<file path="src/rtl/uart_tx_feeder.sv">
// Word FIFO feeding the UART transmitter over TxData/TxReq/TxBusy. It enforces an
// idle gap between frames, drops unacknowledged requests and counts completed frames.
module uart_tx_feeder #(
   parameter int DATA_WIDTH  = 32,
   parameter int DEPTH       = 8,
   parameter int GAP_CYCLES  = 2,
   parameter int ACK_TIMEOUT = 4
) (
   input  logic                    clk,
   input  logic                    reset,
   input  logic [DATA_WIDTH-1:0]   wr_data,
   input  logic                    wr_valid,
   output logic                    wr_ready,
   output logic [DATA_WIDTH-1:0]   TxData,
   output logic                    TxReq,
   input  logic                    TxBusy,
   output logic [$clog2(DEPTH):0]  fifo_count,
   output logic [15:0]             frames_sent,
   output logic                    err_timeout,
   input  logic                    clr_err
);

   localparam int AW = $clog2(DEPTH);
   localparam int CW = AW + 1;
   localparam int WW = $clog2(ACK_TIMEOUT + 1);
   localparam int GW = $clog2(GAP_CYCLES + 1);

   typedef enum logic [1:0] {
      ST_IDLE = 2'd0,
      ST_REQ  = 2'd1,
      ST_SEND = 2'd2,
      ST_GAP  = 2'd3
   } state_t;

   state_t                  r_state;
   state_t                  w_state_nxt;
   logic [DATA_WIDTH-1:0]   r_mem [DEPTH];
   logic [AW-1:0]           r_wptr;
   logic [AW-1:0]           r_rptr;
   logic [CW-1:0]           r_count;
   logic [DATA_WIDTH-1:0]   r_tx_data;
   logic                    r_tx_req;
   logic [WW-1:0]           r_wait;
   logic [GW-1:0]           r_gap;
   logic [15:0]             r_frames;
   logic                    r_err;

   logic                    w_wr_ready;
   logic                    w_push;
   logic                    w_pop;
   logic                    w_req_nxt;
   logic [WW-1:0]           w_wait_nxt;
   logic [GW-1:0]           w_gap_nxt;
   logic                    w_set_err;
   logic                    w_frame_done;

   // Full is judged on the registered count only, so a same-cycle pop never frees a slot early.
   assign w_wr_ready  = (r_count < CW'(DEPTH));
   assign w_push      = wr_valid && w_wr_ready;
   assign wr_ready    = w_wr_ready;
   assign fifo_count  = r_count;
   assign TxData      = r_tx_data;
   assign TxReq       = r_tx_req;
   assign frames_sent = r_frames;
   assign err_timeout = r_err;

   // FSM next-state and per-cycle control decode.
   always_comb begin
      w_state_nxt  = r_state;
      w_pop        = 1'b0;
      w_req_nxt    = r_tx_req;
      w_wait_nxt   = r_wait;
      w_gap_nxt    = r_gap;
      w_set_err    = 1'b0;
      w_frame_done = 1'b0;
      case (r_state)
         ST_IDLE: begin
            if ((r_count != {CW{1'b0}}) && !TxBusy) begin
               w_pop       = 1'b1;
               w_req_nxt   = 1'b1;
               w_wait_nxt  = {WW{1'b0}};
               w_state_nxt = ST_REQ;
            end else begin
               w_req_nxt   = 1'b0;
            end
         end
         ST_REQ: begin
            // An acknowledge in the timeout cycle takes priority over the timeout.
            if (TxBusy) begin
               w_req_nxt   = 1'b0;
               w_state_nxt = ST_SEND;
            end else if (r_wait == WW'(ACK_TIMEOUT - 1)) begin
               w_req_nxt   = 1'b0;
               w_set_err   = 1'b1;
               w_gap_nxt   = {GW{1'b0}};
               w_state_nxt = ST_GAP;
            end else begin
               w_wait_nxt  = r_wait + WW'(1);
            end
         end
         ST_SEND: begin
            w_req_nxt = 1'b0;
            if (!TxBusy) begin
               w_frame_done = 1'b1;
               w_gap_nxt    = {GW{1'b0}};
               w_state_nxt  = ST_GAP;
            end else begin
               w_state_nxt  = ST_SEND;
            end
         end
         ST_GAP: begin
            w_req_nxt = 1'b0;
            if (r_gap == GW'(GAP_CYCLES - 1)) begin
               w_state_nxt = ST_IDLE;
            end else begin
               w_gap_nxt   = r_gap + GW'(1);
            end
         end
         default: begin
            w_req_nxt   = 1'b0;
            w_state_nxt = ST_IDLE;
         end
      endcase
   end

   // FSM state register.
   always_ff @(posedge clk) begin
      if (reset) begin
         r_state <= ST_IDLE;
      end else begin
         r_state <= w_state_nxt;
      end
   end

   // FIFO storage; contents need no reset because the pointers define validity.
   always_ff @(posedge clk) begin
      if (w_push) begin
         r_mem[r_wptr] <= wr_data;
      end
   end

   // FIFO pointers and occupancy.
   always_ff @(posedge clk) begin
      if (reset) begin
         r_wptr  <= {AW{1'b0}};
         r_rptr  <= {AW{1'b0}};
         r_count <= {CW{1'b0}};
      end else begin
         if (w_push) r_wptr <= r_wptr + AW'(1);
         if (w_pop)  r_rptr <= r_rptr + AW'(1);
         case ({w_push, w_pop})
            2'b10:   r_count <= r_count + CW'(1);
            2'b01:   r_count <= r_count - CW'(1);
            default: r_count <= r_count;
         endcase
      end
   end

   // UART-facing outputs, FSM counters, frame counter and sticky error.
   always_ff @(posedge clk) begin
      if (reset) begin
         r_tx_data <= {DATA_WIDTH{1'b0}};
         r_tx_req  <= 1'b0;
         r_wait    <= {WW{1'b0}};
         r_gap     <= {GW{1'b0}};
         r_frames  <= 16'd0;
         r_err     <= 1'b0;
      end else begin
         r_tx_req <= w_req_nxt;
         r_wait   <= w_wait_nxt;
         r_gap    <= w_gap_nxt;
         if (w_pop)        r_tx_data <= r_mem[r_rptr];
         if (w_frame_done) r_frames  <= r_frames + 16'd1;
         if (w_set_err) begin
            r_err <= 1'b1;
         end else if (clr_err) begin
            r_err <= 1'b0;
         end
      end
   end

endmodule
</file>
<file path="config.mk">
export PLATFORM = sky130hd
export DESIGN_NAME = uart_tx_feeder
export DESIGN_NICKNAME = d
export VERILOG_FILES = /design/src/rtl/uart_tx_feeder.sv
export SDC_FILE = /design/constraint.sdc
export NUM_CORES = 1
export LEC_CHECK = 0
export BUFFER_PORTS_ARGS = -buffer_cell sky130_fd_sc_hd__buf_2
export CAP_MARGIN = 5
export CORE_MARGIN = 2
export CORE_UTILIZATION = 54
export DETAILED_ROUTE_END_ITERATION = 8
export PLACE_DENSITY = 0.85
export SLEW_MARGIN = 20
export SYNTH_ARGS = -nofsm -noshare
export SYNTH_HDL_FRONTEND = slang
export SYNTH_SLANG_ARGS = --single-unit
</file>
<file path="constraint.sdc">
create_clock -name clk -period 3.3 [get_ports clk]
set_clock_uncertainty 0.1 [all_clocks]
set_input_delay 0.33 -clock clk [delete_from_list [all_inputs] [get_ports clk]]
set_output_delay 0.33 -clock clk [all_outputs]
set_load 0.01 [all_outputs]
</file>
==> results_dict.tcl <==
set metrics [dict create \
    period_needed_ns 2.922 \
    synthToLayoutAreaGrowth_pct 18.45 \
    drt_wl_total_um 25480 \
    final_cell_mix "edfxtp_1, buf_2, dfxtp_1, mux4_2, nor2_1" \
    max_freq_mhz 342.2 \
    cts.sinks 323 \
    setup_viol 0 \
    synthCells 697 \
    grt_pass1_wl_um 39870 \
    n_antenna_cell 0 \
    clock-root-buffer "clkbuf_16" \
    period_share_pct 88.56 \
    nFillCells 1511 \
    status "completed" \
    yosys_warnings 0 \
    drv_slew 0 \
    layout_commonest_cell "edfxtp_1" \
    syn_area_um2 12270 \
    viasPerCell 5.941 \
    crit_chain "inv_1, ha_1, nor2b_1, and2_2, buf_4, ha_1, a21oi_1, xor2_1, or3_1, a21oi_1" \
    tns_ns 0 \
    gr-total-overflow 0 \
    worst_ep_required_time_ns 3.68 \
    portBuffers 91 \
    ys_ff_latch 323 \
    drive_above_1_share_pct 27.79 \
    slowest_stage "buf_4" \
    num_io_pins 92 \
    crit_path_end_kind "flip-flop" \
    cts_buffers 31 \
    ys_seq_area_share_pct 73.56 \
    cts_resized 0 \
    crit_type "flip-flop to flip-flop" \
    drtIter0Drc 578 \
    vdd_drop_max_uv 491.8 \
    cp_max_fo 35 \
    async_reset_ff_share_pct 0 \
    tritoncts "built" \
    p_leak_nw 4.949 \
    path_clk_slew_ns 0.06 \
    hold_viol 0 \
    h-tree-depth 1 \
    reg2reg_slack_ns 0.38 \
    clockBufferDepth 3 \
    vias 6802 \
    avgSynthCellArea_um2 17.61 \
    synth_nets 748 \
    nets 887 \
    rows 55 \
    clock_latency_ns 0.55 \
    grt_max_degree 36 \
    cap_viol_max_count 0 \
    die_height_um 154.8 \
    power_density_nw_per_um2 747.3 \
    synth_cell_types 44 \
    die_x_um 154.8 \
    cpPeakStageDelay_ns 0.45 \
    relSlewSlack_pct 39.60 \
    initial_core_util_pct 54.55 \
    grt_pass1_vias 7064 \
    drtPass1Iterations 5 \
    cp.arrival_ns 3.30 \
    wl_per_cell_um 22.25 \
    antenna_found_initial 0 \
    dp_hpwl_um 14590 \
    drc 0 \
    gp_congestion 0.7559 \
    tightest_slew_ns 0.9050 \
    worst_setup_path_start_kind "flip-flop" \
    rsz0062_at_grt "no" \
    synthFlopType "edfxtp_1" \
    worst_hold_path_type "input pin to flip-flop" \
    synth-edff-count 256 \
    ant_nets 0 \
    total_power_mw 10.87 \
    track_usage_pct 21.69 \
    core_um2 22500 \
    die_area_um2 23950 \
]
## state kept, by name, indices dropped and copies added (netlist names)
signal       cells
fifo_count       4
r_state          2
r_wptr           3
r_gap            2
TxData          32
err_timeout      1
frames_sent     16
TxReq            1
r_rptr           3
r_mem          256
r_wait           3
## critical path: cells and delay by family (launching register included)
kind / cells / cell delay, ns
adders and majority gates: 2 / 0.55
DFF: 1 / 0.32
buffers and inverters: 2 / 0.57
xor gates and xnor gates: 1 / 0.16
and+or+nand+nor: 3 / 0.93
AOI/OAI and AO/OA: 2 / 0.22
## what timing repair did
item,in CTS,in global routing
buffers inserted,0,0
endpoints found under the hold margin,258,0
hold buffers,34,0
## power by group
group	leakage, nW	switching, mW	internal, mW
combinational	1.59	1.21	1.09
clock	0.490	1.44	2.03
sequential	2.87	0.305	4.79
## layout make-up
type | count | area, um^2 | area share (%)
clock inverter | 13 | 145.1 | 0.9983
timing repair buffer | 143 | 1006 | 6.919
clock buffer | 44 | 854.6 | 5.878
tap | 285 | 356.6 | 2.453
multi-input combinational | 326 | 3102 | 21.33
sequential | 323 | 9034 | 62.13
inverter | 11 | 41.29 | 0.2840
## routing by layer
metal  vias to the layer above  track usage (%)  wire [um]
met5                         -                0          0
met4                         0            8.245        754
met3                        61            3.755       1632
met2                       277            36.86      13020
met1                      3430            28.35      10070
li1                       3034                -          -
## synthesized netlist by cell type (4+ instances only)
cell type	instances	area (um^2)
edfxtp_1	256	7687
dfxtp_1	67	1341
mux4_2	64	1441
nor2_1	59	221.5
nor3_1	37	185.2
o22ai_1	33	206.5
clkbuf_1	17	63.81
buf_2	16	80.08
a21oi_1	15	75.07
ha_1	14	175.2
nand2_1	13	48.80
inv_1	11	41.29
o21ai_0	10	50.05
xor2_1	10	87.58
nand2b_1	8	50.05
nand3_1	7	35.03
or3_1	7	43.79
xnor2_1	6	52.55
nand4_1	5	31.28
mux2i_1	4	40.04
nand3b_1	4	30.03
nor2b_1	4	25.02
## stage by stage
stage	instance area (um^2)	hold slack, ns	std cells	setup slack, ns	util, %
after floorplan	12280	0.3289	697	0.4605	-
after global placement	13200	0.3560	1054	0.5413	58.65
after detailed placement	13200	0.3643	1054	0.4541	58.65
after CTS	14540	0.1935	1145	0.4126	64.61
after global routing	14540	0.2147	1145	0.1744	64.61
final	14540	0.1956	1145	0.3776	64.61
## path summary, 6_finish.rpt
path                             startpoint              to  depth (start not counted)
worst min register to register  err_timeout     err_timeout                          2
worst max register to register   r_state[0]   fifo_count[2]                         10
worst max-delay path             r_state[0]   fifo_count[2]                         10
worst min-delay path                  reset  frames_sent[4]                          2
## logic make-up (layout without fill, tap and decap cells)
group	after synthesis	count (layout)	share of synthesized area [%]
DFF	323	323	73.56
and+or+nand+nor	158	158	6.473
AOI/OAI and AO/OA	69	69	3.425
muxes	69	69	12.16
buffers and inverters	48	211	1.814
xor gates and xnor gates	16	16	1.142
adders and majority gates	14	14	1.427
No activity file was read; power rests on OpenSTA's default activity.
